## config.mk

```make
export PLATFORM = sky130hd
export DESIGN_NAME = xgmii_rx_mac
export DESIGN_NICKNAME = d
export VERILOG_FILES = /design/src/rtl/xgmii_rx_mac.sv
export SDC_FILE = /design/constraint.sdc
export NUM_CORES = 1
export LEC_CHECK = 0
export CAP_MARGIN = 15
export CORE_MARGIN = 5
export CORE_UTILIZATION = 50
export DETAILED_ROUTE_END_ITERATION = 7
export PLACE_DENSITY = 0.76
export REMOVE_ABC_BUFFERS = 1
export SYNTH_ARGS = -nofsm -noshare
export SYNTH_HDL_FRONTEND = slang
export SYNTH_SLANG_ARGS = --single-unit
```

## constraint.sdc

```tcl
create_clock -name i_clk -period 5.11 [get_ports i_clk]
set_input_delay 1.022 -clock i_clk [delete_from_list [all_inputs] [get_ports i_clk]]
set_output_delay 1.022 -clock i_clk [all_outputs]
set_load 0.05 [all_outputs]
```

## src/rtl/xgmii_rx_mac.sv

```systemverilog
// xgmii_rx_mac: 10G Ethernet receive MAC on a 32-bit XGMII word stream.
// In: i_clk, i_reset_n (async, active-high), i_xgmii_data/ctrl/valid.
// Out: o_data, o_data_keep, o_data_valid, o_data_last, o_data_err.
// Macro RX_MAC_CRC_CHECK_EN builds the CRC-32 check; without it the
// FCS is still stripped but never checked.
module xgmii_rx_mac #(
  parameter int XGMII_DATA_WIDTH  = 32,
  parameter int XGMII_CTRL_WIDTH  = XGMII_DATA_WIDTH / 8,
  parameter int O_DATA_WIDTH      = 32,
  parameter int O_DATA_KEEP_WIDTH = O_DATA_WIDTH / 8
) (
  input  logic                         i_clk,
  input  logic                         i_reset_n,
  input  logic [XGMII_DATA_WIDTH-1:0]  i_xgmii_data,
  input  logic [XGMII_CTRL_WIDTH-1:0]  i_xgmii_ctrl,
  input  logic                         i_xgmii_valid,
  output logic [O_DATA_WIDTH-1:0]      o_data,
  output logic [O_DATA_KEEP_WIDTH-1:0] o_data_keep,
  output logic                         o_data_valid,
  output logic                         o_data_last,
  output logic                         o_data_err
);

  localparam logic [7:0]  C_START = 8'hFB;
  localparam logic [7:0]  C_TERM  = 8'hFD;
  localparam logic [31:0] W_START = 32'h555555FB;
  localparam logic [31:0] W_SFD   = 32'hD5555555;

  typedef enum logic [1:0] {IDLE, PREAMBLE, DATA} state_t;

  state_t      state_q, state_d;
  logic [31:0] d1_q, d1_d, d2_q, d2_d;
  logic        d1_vld_q, d1_vld_d, d2_vld_q, d2_vld_d;
  logic [4:0]  words_q, words_d;
  logic        err_q, err_d;
  logic        pend_q, pend_d;
  logic [31:0] pend_data_q, pend_data_d;
  logic [3:0]  pend_keep_q, pend_keep_d;
  logic        pend_err_q, pend_err_d;
  logic [31:0] out_data_q, out_data_d;
  logic [3:0]  out_keep_q, out_keep_d;
  logic        out_vld_q, out_vld_d;
  logic        out_last_q, out_last_d;
  logic        out_err_q, out_err_d;

  logic        term_hit;
  logic [1:0]  term_lane;
  logic        pre_ctrl;
  logic        start_w, sfd_w, start_l0;
  logic        crc_bad;
  logic        bad;

  assign start_w  = (i_xgmii_ctrl == 4'b0001) && (i_xgmii_data == W_START);
  assign sfd_w    = (i_xgmii_ctrl == 4'b0000) && (i_xgmii_data == W_SFD);
  assign start_l0 = i_xgmii_ctrl[0] && (i_xgmii_data[7:0] == C_START);

  // First Terminate wins; any control lane before it is a frame error.
  always_comb begin
    term_hit  = 1'b0;
    term_lane = 2'd0;
    pre_ctrl  = 1'b0;
    for (int i = 0; i < 4; i++) begin
      if (!term_hit && i_xgmii_ctrl[i]) begin
        if (i_xgmii_data[8*i +: 8] == C_TERM) begin
          term_hit  = 1'b1;
          term_lane = 2'(i);
        end else begin
          pre_ctrl = 1'b1;
        end
      end
    end
  end

`ifdef RX_MAC_CRC_CHECK_EN
  logic [31:0] crc_q, crc_d;
  logic [31:0] c1, c2, c3, c4, crc_fin;

  function automatic logic [31:0] crc8(input logic [31:0] c,
                                       input logic [7:0]  b);
    logic [31:0] r;
    r = c ^ {24'd0, b};
    for (int i = 0; i < 8; i++)
      r = r[0] ? ((r >> 1) ^ 32'hEDB88320) : (r >> 1);
    return r;
  endfunction

  always_comb begin
    c1 = crc8(crc_q, i_xgmii_data[7:0]);
    c2 = crc8(c1, i_xgmii_data[15:8]);
    c3 = crc8(c2, i_xgmii_data[23:16]);
    c4 = crc8(c3, i_xgmii_data[31:24]);
    unique case (term_lane)
      2'd1:    crc_fin = c1;
      2'd2:    crc_fin = c2;
      2'd3:    crc_fin = c3;
      default: crc_fin = crc_q;
    endcase
    crc_bad = (crc_fin != 32'hDEBB20E3);
    crc_d   = crc_q;
    if (i_xgmii_valid) begin
      if (state_q == PREAMBLE && sfd_w)
        crc_d = 32'hFFFFFFFF;
      else if (state_q == DATA && !start_l0 && !term_hit)
        crc_d = c4;
    end
  end

  always_ff @(posedge i_clk or posedge i_reset_n) begin
    if (i_reset_n) crc_q <= 32'hFFFFFFFF;
    else           crc_q <= crc_d;
  end
`else
  assign crc_bad = 1'b0;
`endif

  // 16 full words before Terminate is exactly the 64-byte minimum.
  assign bad = err_q | pre_ctrl | ~words_q[4] | crc_bad;

  always_comb begin
    state_d     = state_q;
    d1_d        = d1_q;
    d2_d        = d2_q;
    d1_vld_d    = d1_vld_q;
    d2_vld_d    = d2_vld_q;
    words_d     = words_q;
    err_d       = err_q;
    pend_d      = pend_q;
    pend_data_d = pend_data_q;
    pend_keep_d = pend_keep_q;
    pend_err_d  = pend_err_q;
    out_data_d  = out_data_q;
    out_keep_d  = out_keep_q;
    out_vld_d   = 1'b0;
    out_last_d  = 1'b0;
    out_err_d   = 1'b0;
    if (i_xgmii_valid) begin
      // Tail beat left over from the previous Terminate.
      if (pend_q) begin
        pend_d     = 1'b0;
        out_vld_d  = 1'b1;
        out_data_d = pend_data_q;
        out_keep_d = pend_keep_q;
        out_last_d = 1'b1;
        out_err_d  = pend_err_q;
      end
      unique case (state_q)
        IDLE: begin
          if (start_w) state_d = PREAMBLE;
        end
        PREAMBLE: begin
          if (sfd_w) begin
            state_d  = DATA;
            d1_vld_d = 1'b0;
            d2_vld_d = 1'b0;
            words_d  = 5'd0;
            err_d    = 1'b0;
          end else begin
            state_d = IDLE;
          end
        end
        DATA: begin
          d1_vld_d = 1'b0;
          d2_vld_d = 1'b0;
          if (start_l0) begin
            // Abort: close on the oldest buffered word.
            state_d = PREAMBLE;
            if (d2_vld_q || d1_vld_q) begin
              out_vld_d  = 1'b1;
              out_data_d = d2_vld_q ? d2_q : d1_q;
              out_keep_d = 4'b1111;
              out_last_d = 1'b1;
              out_err_d  = 1'b1;
            end
          end else if (term_hit) begin
            state_d = IDLE;
            if (term_lane == 2'd0) begin
              // d1 is all FCS; d2 is the tail.
              if (d2_vld_q) begin
                out_vld_d  = 1'b1;
                out_data_d = d2_q;
                out_keep_d = 4'b1111;
                out_last_d = 1'b1;
                out_err_d  = bad;
              end
            end else begin
              if (d2_vld_q) begin
                out_vld_d  = 1'b1;
                out_data_d = d2_q;
                out_keep_d = 4'b1111;
              end
              // d1 holds k payload bytes below 4-k FCS bytes.
              if (d1_vld_q) begin
                pend_d      = 1'b1;
                pend_data_d = d1_q;
                pend_keep_d = ~(4'b1111 << term_lane);
                pend_err_d  = bad;
              end
            end
          end else begin
            if (d2_vld_q) begin
              out_vld_d  = 1'b1;
              out_data_d = d2_q;
              out_keep_d = 4'b1111;
            end
            d2_d     = d1_q;
            d2_vld_d = d1_vld_q;
            d1_d     = i_xgmii_data;
            d1_vld_d = 1'b1;
            words_d  = words_q[4] ? words_q : words_q + 5'd1;
            err_d    = err_q | (|i_xgmii_ctrl);
          end
        end
        default: state_d = IDLE;
      endcase
    end
  end

  always_ff @(posedge i_clk or posedge i_reset_n) begin
    if (i_reset_n) begin
      state_q     <= IDLE;
      d1_q        <= '0;
      d2_q        <= '0;
      d1_vld_q    <= 1'b0;
      d2_vld_q    <= 1'b0;
      words_q     <= '0;
      err_q       <= 1'b0;
      pend_q      <= 1'b0;
      pend_data_q <= '0;
      pend_keep_q <= '0;
      pend_err_q  <= 1'b0;
      out_data_q  <= '0;
      out_keep_q  <= '0;
      out_vld_q   <= 1'b0;
      out_last_q  <= 1'b0;
      out_err_q   <= 1'b0;
    end else begin
      state_q     <= state_d;
      d1_q        <= d1_d;
      d2_q        <= d2_d;
      d1_vld_q    <= d1_vld_d;
      d2_vld_q    <= d2_vld_d;
      words_q     <= words_d;
      err_q       <= err_d;
      pend_q      <= pend_d;
      pend_data_q <= pend_data_d;
      pend_keep_q <= pend_keep_d;
      pend_err_q  <= pend_err_d;
      out_data_q  <= out_data_d;
      out_keep_q  <= out_keep_d;
      out_vld_q   <= out_vld_d;
      out_last_q  <= out_last_d;
      out_err_q   <= out_err_d;
    end
  end

  assign o_data       = out_data_q;
  assign o_data_keep  = out_keep_q;
  assign o_data_valid = out_vld_q;
  assign o_data_last  = out_last_q;
  assign o_data_err   = out_err_q;

endmodule

```

Yosys cells after proc, flatten, opt, wreduce, memory -nomap -nowiden
Index checks and enable logic that the tools add are counted.
Word-level totals
  word-level logic and storage cells: 141
  register bits after elaboration: 151
  output and inout bits: 39
Cells by class
  shift operators: 1
  mux-type cells: 77
  add/sub/neg operators: 1
  reduce and logical (&&, ||, !) cells: 21
  eq/ne operators: 16
  bitwise logic cells: 8
Operators by type and width (number)
  32-bit two-way mux: 6
  1-bit two-way mux: 49
  8-bit == test, second input constant: 5
  32-bit by 31-bit == test with 1-bit output, second input constant: 1
  32-bit == test, second input constant: 1
  4-bit two-way mux: 5
  5-bit two-way mux: 4
  2-bit two-way mux: 8
  6-bit AND reduction: 2
  2-bit inequality test, second input constant: 5
  5-bit case mux with 2 select lines: 1
  1-bit logical AND: 6
  1-bit case mux with 2 select lines: 3
  2-bit case mux with 3 select lines: 1
  3-bit AND reduction: 2
  5-bit by 1-bit adder with 5-bit output, second input constant: 1
  5-bit AND reduction: 1
  4-bit by 1-bit == test with 1-bit output, second input constant: 1
  2-bit logical NOT: 2
  4-bit logical NOT: 1
  1-bit NOT: 4
  4-bit NOT: 1
  4-bit AND reduction: 1
  4-bit OR reduction: 1
  other kinds (8): 12

Longest topological paths before layout
Gate-level depths: netlist of the first run.
  depth in word-level cells: 20
  depth in mapped cells: 7
  gate-level depth less buffers: 5

Worst setup path before layout of the first run
Ideal clock, no wire load.
  path kind: input port to flip-flop
  start point: in i_xgmii_data[3]
  end point: reg words_q[0]
  arrival: 2.854 ns
  stages: 5
  path slack: 2.135 ns
  path through: or4b_1 or4_4 nor4_4 o221ai_2 a22o_1
On the way
  longest elaborated chain between the ends: 14
  elaborated cells between the ends (all ways): 23
  classes of those cells: eq/ne: 6; mux: 8; reduce/logical: 9
Ends and longest elaborated chain
  start: declaration: line 14  | input logic [XGMII_DATA_WIDTH-1:0] i_xgmii_data,
  8-bit == test: line 64  | if (i_xgmii_data[8*i +: 8] == C_TERM) begin
  1-bit two-way mux: line 64
  1-bit two-way mux: line 63  | if (!term_hit && i_xgmii_ctrl[i]) begin
  1-bit logical NOT: line 63
  1-bit logical AND: line 63
  1-bit two-way mux: line 63
  1-bit logical NOT: line 63
  1-bit logical AND: line 63
  1-bit two-way mux: line 63
  1-bit logical NOT: line 63
  1-bit logical AND: line 63
  1-bit two-way mux: line 63
  2-bit inequality test (no line)
  6-bit AND reduction (no line) *
  end signal: assignment: line 242  | words_q <= words_d;
  end: declaration: line 34  | logic [4:0] words_q, words_d;
Every way passes the cells marked *; elsewhere a longest branch is shown, timed or not.
A chain may end at the register's enable or synchronous reset.

Final worst setup path of the first run
  start point: in i_xgmii_ctrl[0]
  end point: reg out_data_q[24], in the netlist o_data[24]
On the way
  longest elaborated chain between the ends: 3
Ends and longest elaborated chain
  start: declaration: line 15  | input logic [XGMII_CTRL_WIDTH-1:0] i_xgmii_ctrl,
  1-bit logical AND: line 55  | assign start_l0 = i_xgmii_ctrl[0] && (i_xgmii_data[7:0] == C_START);
  32-bit two-way mux: line 164  | if (start_l0) begin
  32-bit two-way mux: line 146  | unique case (state_q)
  end signal: assignment: line 248  | out_data_q <= out_data_d;
  end: declaration: line 40  | logic [31:0] out_data_q, out_data_d;
No other way between the ends.

==> out/metrics.yaml, run 1 <==
yosys:
  synth_area_um2: 6330
  seq_area_frac_synth_pct: 59.3
  synth_enable_flop_cells: 0
  syn_area_per_cell_um2: 13.1
  yosysWarnings: 0
  yosys.area_share.xor_xnor_pct: 0.138
  synth_top_family_by_area: "multiplexers"
  yosys.area_share.simple_pct: 6.39
  synth_fa_ha_area_share_pct: 0.198
  netlist_instances: 483
  synth_seq_cells: 150
  synth_top_area_share_pct: 59.3
  synth_flop_cell: "dfrtp_1"
  ys_types: 50
  yosysTopAreaCell: "dfrtp_1"
  synth.most_common_cell: "dfrtp_1"
  synth.area.mux_share_pct: 17.1
  synth_compound_area_share_pct: 12.5
  netlist_top_cells_count: "dfrtp_1, mux2_2, inv_1, a222oi_1, o22ai_1"
  async_reset_ff_share_pct: 100
  synth.area.top_cells: "dfrtp_1, mux2_2, a222oi_1"
critical_path:
  worstSetupEndpointType: "register"
  ff2ff_path_depth: 5
  required_ns: 5.37
  start_kind: "input pin"
  cp_data_arrival_time_ns: 3.65
  cp_max_fo: 36
  crit_type: "in -> reg"
sta:
  grt_setup_unrepaired: "false"
  post-route-min-period_ns: 3.39
  fmax_mhz: 295
  fin_tns_setup_ns: 0
  final_hold_viol_count: 0
  slew_viol_final: 0
  tightest_slew_ns: 1.09
  fin_skew_ns: 0.00462
  setup_viol: 0
  fin_crit_sh_pct: 66.4
  slew_headroom_pct: 27.2
  fin_ws_ns: 1.72
pwr:
  ir_worst_vdd_mv: 0.277
  powerDensity_nw_per_um2: 513
  cellLeakagePower_nw: 3.40
place:
  pre_cts_slack_ns: 1.41
  dp.final_hpwl_mm: 9.41
  io_buffers: 77
  gp_congestion: 0.843
floorplanning:
  die_x_um: 122
  core_region_area_um2: 12500
  io_pins: 78
  start_util_pct: 50.5
  rows: 41
  die_y_um: 122
  die-area_um2: 15000
global_routing:
  antenna_found_initial: 0
  grt_pass1_wl_mm: 24.0
  grt_max_degree: 87
  grt_use_total_pct: 21.0
  grt_pass1_vias: 4648
  overflow: 0
cts:
  cts_setup_buffers: 0
  cts_buffers: 17
  tritoncts: "done"
  clock-root-buffer: "clkbuf_16"
  cts-resized-gates: 0
  h-tree-depth: 4
  clockBufferDepth: 2
  clk_latency_ns: 0.42
  cts_hold_buffers: 0
  clkTransAtPathRegs_ns: 0.06
  numClockSinks: 150
layout:
  nets: 600
  multi_input_area_um2: 2330
  n_antenna_cell: 0
  drive_gt1_share_pct: 23.0
  regArea_um2: 3750
  fill_cells: 1020
  areaGrowthSynthToFinish_pct: 24.6
min_path:
  hold_class: "reg -> reg"
  hold_depth: 1
drt:
  drtPass1Iterations: 6
  ant_nets: 0
  routed-via-count: 4445
  drt-total-wl_mm: 14.8
  routedWlPerCell_um: 19.9
  drtIter0Drc: 457
  avgViaCountPerCell: 5.97
  drc: 0
flow_run:
  drv_cap: 0
outcome:
  outcome: "complete, no violations"
[stage by stage]
stage               hold slack (ns)  std cells  util (%)  total power (W)  area [µm²]
finish                        0.478        745      63.0          0.00405        7880
global route                  0.485        745      63.0          0.00422        7880
CTS                           0.479        745      63.0          0.00407        7880
detailed placement            0.462        713      58.4          0.00284        7300
global placement              0.451        713      58.4          0.00280        7300
floorplan                     0.436        455         -          0.00243        6210
[flip-flops by register name, summed over array words and instances, names as in the netlist, 2 cells and up]
name	count
d1_q	32
d2_q	32
o_data	32
pend_data_q	32
words_q	5
o_data_keep	4
pend_keep_q	3
state_q	2
[cell usage in the layout (no fill, tap or decap), types with 3 or more instances in the layout]
master,synthesis,layout
nand3_1,5,5
clkbuf_8,0,3
nand2_1,5,5
a222oi_1,31,31
dfrtp_1,150,150
o21ai_0,8,8
nor2b_1,3,3
nand4_1,7,7
mux2_2,86,86
a21oi_1,7,5
o22a_1,3,3
nand4b_1,3,3
buf_4,1,9
nor3_1,8,8
inv_1,44,43
mux2_1,10,10
clkbuf_16,0,17
a22o_1,3,3
clkdlybuf4s50_1,0,77
clkbuf_1,25,5
o22ai_1,31,31
nor4_1,4,4
nor2_1,8,7
o31ai_1,3,3
[path summary, 6_finish.rpt]
kind / startpoint / end / slack, ns
worst max-delay path: i_xgmii_ctrl[0] / o_data[24]$_DFFE_PP0P_ / 1.72
worst min-delay path: pend_keep_q[0]$_DFFE_PP0P_ / pend_keep_q[0]$_DFFE_PP0P_ / 0.48
worst max register to register: state_q[1]$_DFFE_PP0P_ / words_q[0]$_DFFE_PP0P_ / 2.64
worst min register to register: pend_keep_q[0]$_DFFE_PP0P_ / pend_keep_q[0]$_DFFE_PP0P_ / 0.48
max in group asynchronous: i_reset_n / d2_q[0]$_DFFE_PP0P_ / 3.06
min in group asynchronous: i_reset_n / o_data[25]$_DFFE_PP0P_ / 1.13
[final cells by class]
class / instances / area share, %
Tap cell: 172 / 2.73
Multi-Input combinational cell: 261 / 29.5
Timing Repair Buffer: 86 / 10.6
Inverter: 44 / 2.16
Clock buffer: 25 / 6.16
Sequential cell: 150 / 47.6
Clock inverter: 7 / 1.19
[routing by layer]
layer	share of wire, %	track usage, %	vias up
met1	42	26.0	2280
met2	50	35.6	147
met4	2.4	9.52	0
met3	5.2	4.10	30
li1	-	-	1988
met5	0	0	-
[worst max-delay path: stages]
cell and delay [ns]:
clkdlybuf4s50_1 0.56, nand4_1 0.30, o31ai_1 0.49, nand2_1 0.20, a21oi_4 0.89, o22ai_1 0.18
[where the power goes]
part | internal [W] | switching, W | total, W
registers | 0.00149 | 0.000194 | 0.00168
logic | 0.000456 | 0.000682 | 0.00114
clock network | 0.000757 | 0.000468 | 0.00123
[cells by family (layout without fill, tap and decap cells)]
logic type | count (synthesis) | count (layout)
AND/OR/NAND/NOR | 62 | 62
flip-flops | 150 | 150
XOR/XNOR | 1 | 1
AO/OA/AOI/OAI | 101 | 101
multiplexers | 96 | 96
buffers and inverters | 72 | 162
adder cells (fa/ha/maj) | 1 | 1
Note: power is estimated with default switching activity, not from simulation.
==> run 2: changes to the inputs <==
clock period = 2.8 ns   (was 5.11 ns; I/O delays follow)
==> run 2 against run 1 <==
Against the previous run:
- sequential power increased by 83%
- via count increased by 2.8%
- design area increased by 5.6%
- setup slack got worse by 1.6 ns
- clock power increased by 80%
- clock skew increased by 0.0057 ns
- first-iteration DRC count increased by 5.0%
- clock-buffer cell count unchanged
- sequential share of layout area decreased by 2.5 points
- register-to-register slack got worse by 2.2 ns
- die area unchanged
- largest power group unchanged
- highest routed layer unchanged
==> out/metrics.yaml, run 2 (synthesized netlist as in run 1, its figures left out) <==
outcome:
  outcome: "complete, no violations"
floorplanning:
  die_y_um: 122
  core_region_area_um2: 12500
  start_util_pct: 50.5
  die-area_um2: 15000
  io_pins: 78
  die_x_um: 122
  rows: 41
min_path:
  hold_class: "reg -> reg"
  min_to: "pend_keep_q[0]$_DFFE_PP0P_"
  min_from: "pend_keep_q[0]$_DFFE_PP0P_"
  hold_depth: 1
critical_path:
  cp_data_arrival_time_ns: 3.01
  crit_type: "in -> reg"
  worstSetupEndpointType: "register"
  cp_max_fo: 5
  crit_chain: "clkdlybuf4s50_1 -> buf_4 -> xnor2_1 -> nor3_1 -> nor4_1 -> o221ai_2 -> a22o_1"
  ff2ff_path_depth: 6
  required_ns: 3.10
  reg2reg_from: "state_q[0]$_DFFE_PP0P_"
  critPathTopFamily: "simple AND/OR/NAND/NOR gates"
  start_kind: "input pin"
  cp_num_buf_inv: 2
  critPathMaxStageDelay_ns: 0.85
  rrSetupSlack_ns: 0.47
  slowest_stage: "nor4_1"
  reg2reg_to: "words_q[3]$_DFFE_PP0P_"
cts:
  clock-root-buffer: "clkbuf_16"
  cts-resized-gates: 0
  h-tree-depth: 4
  cts_setup_buffers: 0
  tritoncts: "done"
  clkTransAtPathRegs_ns: 0.06
  clockBufferDepth: 2
  cts_buffers: 17
  cts_hold_buffers: 0
  numClockSinks: 150
  clk_latency_ns: 0.42
layout:
  final_util_pct: 66.5
  areaGrowthSynthToFinish_pct: 31.6
  nets: 643
  stdcell_count: 788
  fill_cells: 962
  drive_gt1_share_pct: 29.1
  n_antenna_cell: 0
  layout_commonest_cell: "dfrtp_1"
  mostFrequentLayoutCells: "dfrtp_1, mux2_2, clkdlybuf4s50_1, inv_1, buf_4"
place:
  dp.final_hpwl_mm: 10.5
  gp_congestion: 0.909
  io_buffers: 77
  dp.cells: 756
  pre_cts_slack_ns: -0.206
sta:
  final_hold_viol_count: 0
  slew_viol_final: 0
  fin_skew_ns: 0.0104
  grt_setup_unrepaired: "false"
  fmax_mhz: 369
  tightest_slew_ns: 1.11
  fin_crit_sh_pct: 96.8
  fin_tns_setup_ns: 0
  fin_ws_ns: 0.0891
  setup_viol: 0
  post-route-min-period_ns: 2.71
  slew_headroom_pct: 25.3
drt:
  ant_nets: 0
  drtPass1Iterations: 7
  drtIter0Drc: 480
  routed-via-count: 4571
  routedWlPerCell_um: 19.6
  avgViaCountPerCell: 5.80
  drc: 0
  drt-total-wl_mm: 15.5
pwr:
  cellLeakagePower_nw: 3.66
  ir_worst_vdd_mv: 0.492
  powerDensity_nw_per_um2: 893
  power_w: 0.00743
global_routing:
  grt_pass1_wl_mm: 25.4
  grt_max_degree: 59
  grt_pass1_vias: 4960
  antenna_found_initial: 0
  overflow: 0
  grt_use_total_pct: 22.1
flow_run:
  drv_cap: 0
==> run 2: cell count changes in the layout (fill, tap and decap cells not counted), sizes merged <==
cell / delta
buf: +43
clkinv: +3
bufinv: -1
clkinvlp: -1
inv: -1
==> run 2: power by group <==
| group | total, W | switching [W] | internal (W) |
|---|---|---|---|
| registers | 0.00307 | 0.000352 | 0.00272 |
| logic | 0.00214 | 0.00126 | 0.000881 |
| clock network | 0.00222 | 0.000837 | 0.00138 |
==> run 2: cell type report <==
cell class | count | area (µm²) | area share (%)
clock buffers | 25 | 526 | 6.31
clock inverters | 7 | 66.3 | 0.796
inverters | 44 | 170 | 2.04
multi-input cells | 261 | 2320 | 27.9
flip-flops and latches | 150 | 3750 | 45.1
well taps | 172 | 215 | 2.58
repair buffers | 129 | 1270 | 15.3
==> run 2: through the flow <==
stage / cell area [µm²] / hold slack [ns]
final: 8330 / 0.473
after global routing: 8330 / 0.509
after CTS: 8330 / 0.472
after detailed placement: 7730 / 0.455
after global placement: 7730 / 0.451
after floorplan: 6210 / 0.436
==> run 2: per-layer routing <==
metal  up-vias  GRT usage (%)  share of wire, %
met5         -              0                 0
met3        23           4.79               5.6
met2       160           36.3                51
met4         0           8.47               1.9
li1       2065              -                 -
met1      2323           28.9                42
==> run 2: worst max path at each step <==
stage	end	start	cells after the start	slack [ns]
3_3_place_gp	o_data[2]$_DFFE_PP0P_	i_xgmii_data[5]	8	-0.19
4_1_cts	words_q[0]$_DFFE_PP0P_	i_xgmii_data[1]	7	0.19
2_1_floorplan	d1_q[0]$_DFFE_PP0P_	i_reset_n	1	-1.80
6_report	words_q[0]$_DFFE_PP0P_	i_xgmii_data[1]	7	0.09
5_1_grt	words_q[0]$_DFFE_PP0P_	i_xgmii_data[1]	7	0.03
3_5_place_dp	words_q[3]$_DFFE_PP0P_	i_xgmii_data[3]	7	-0.21
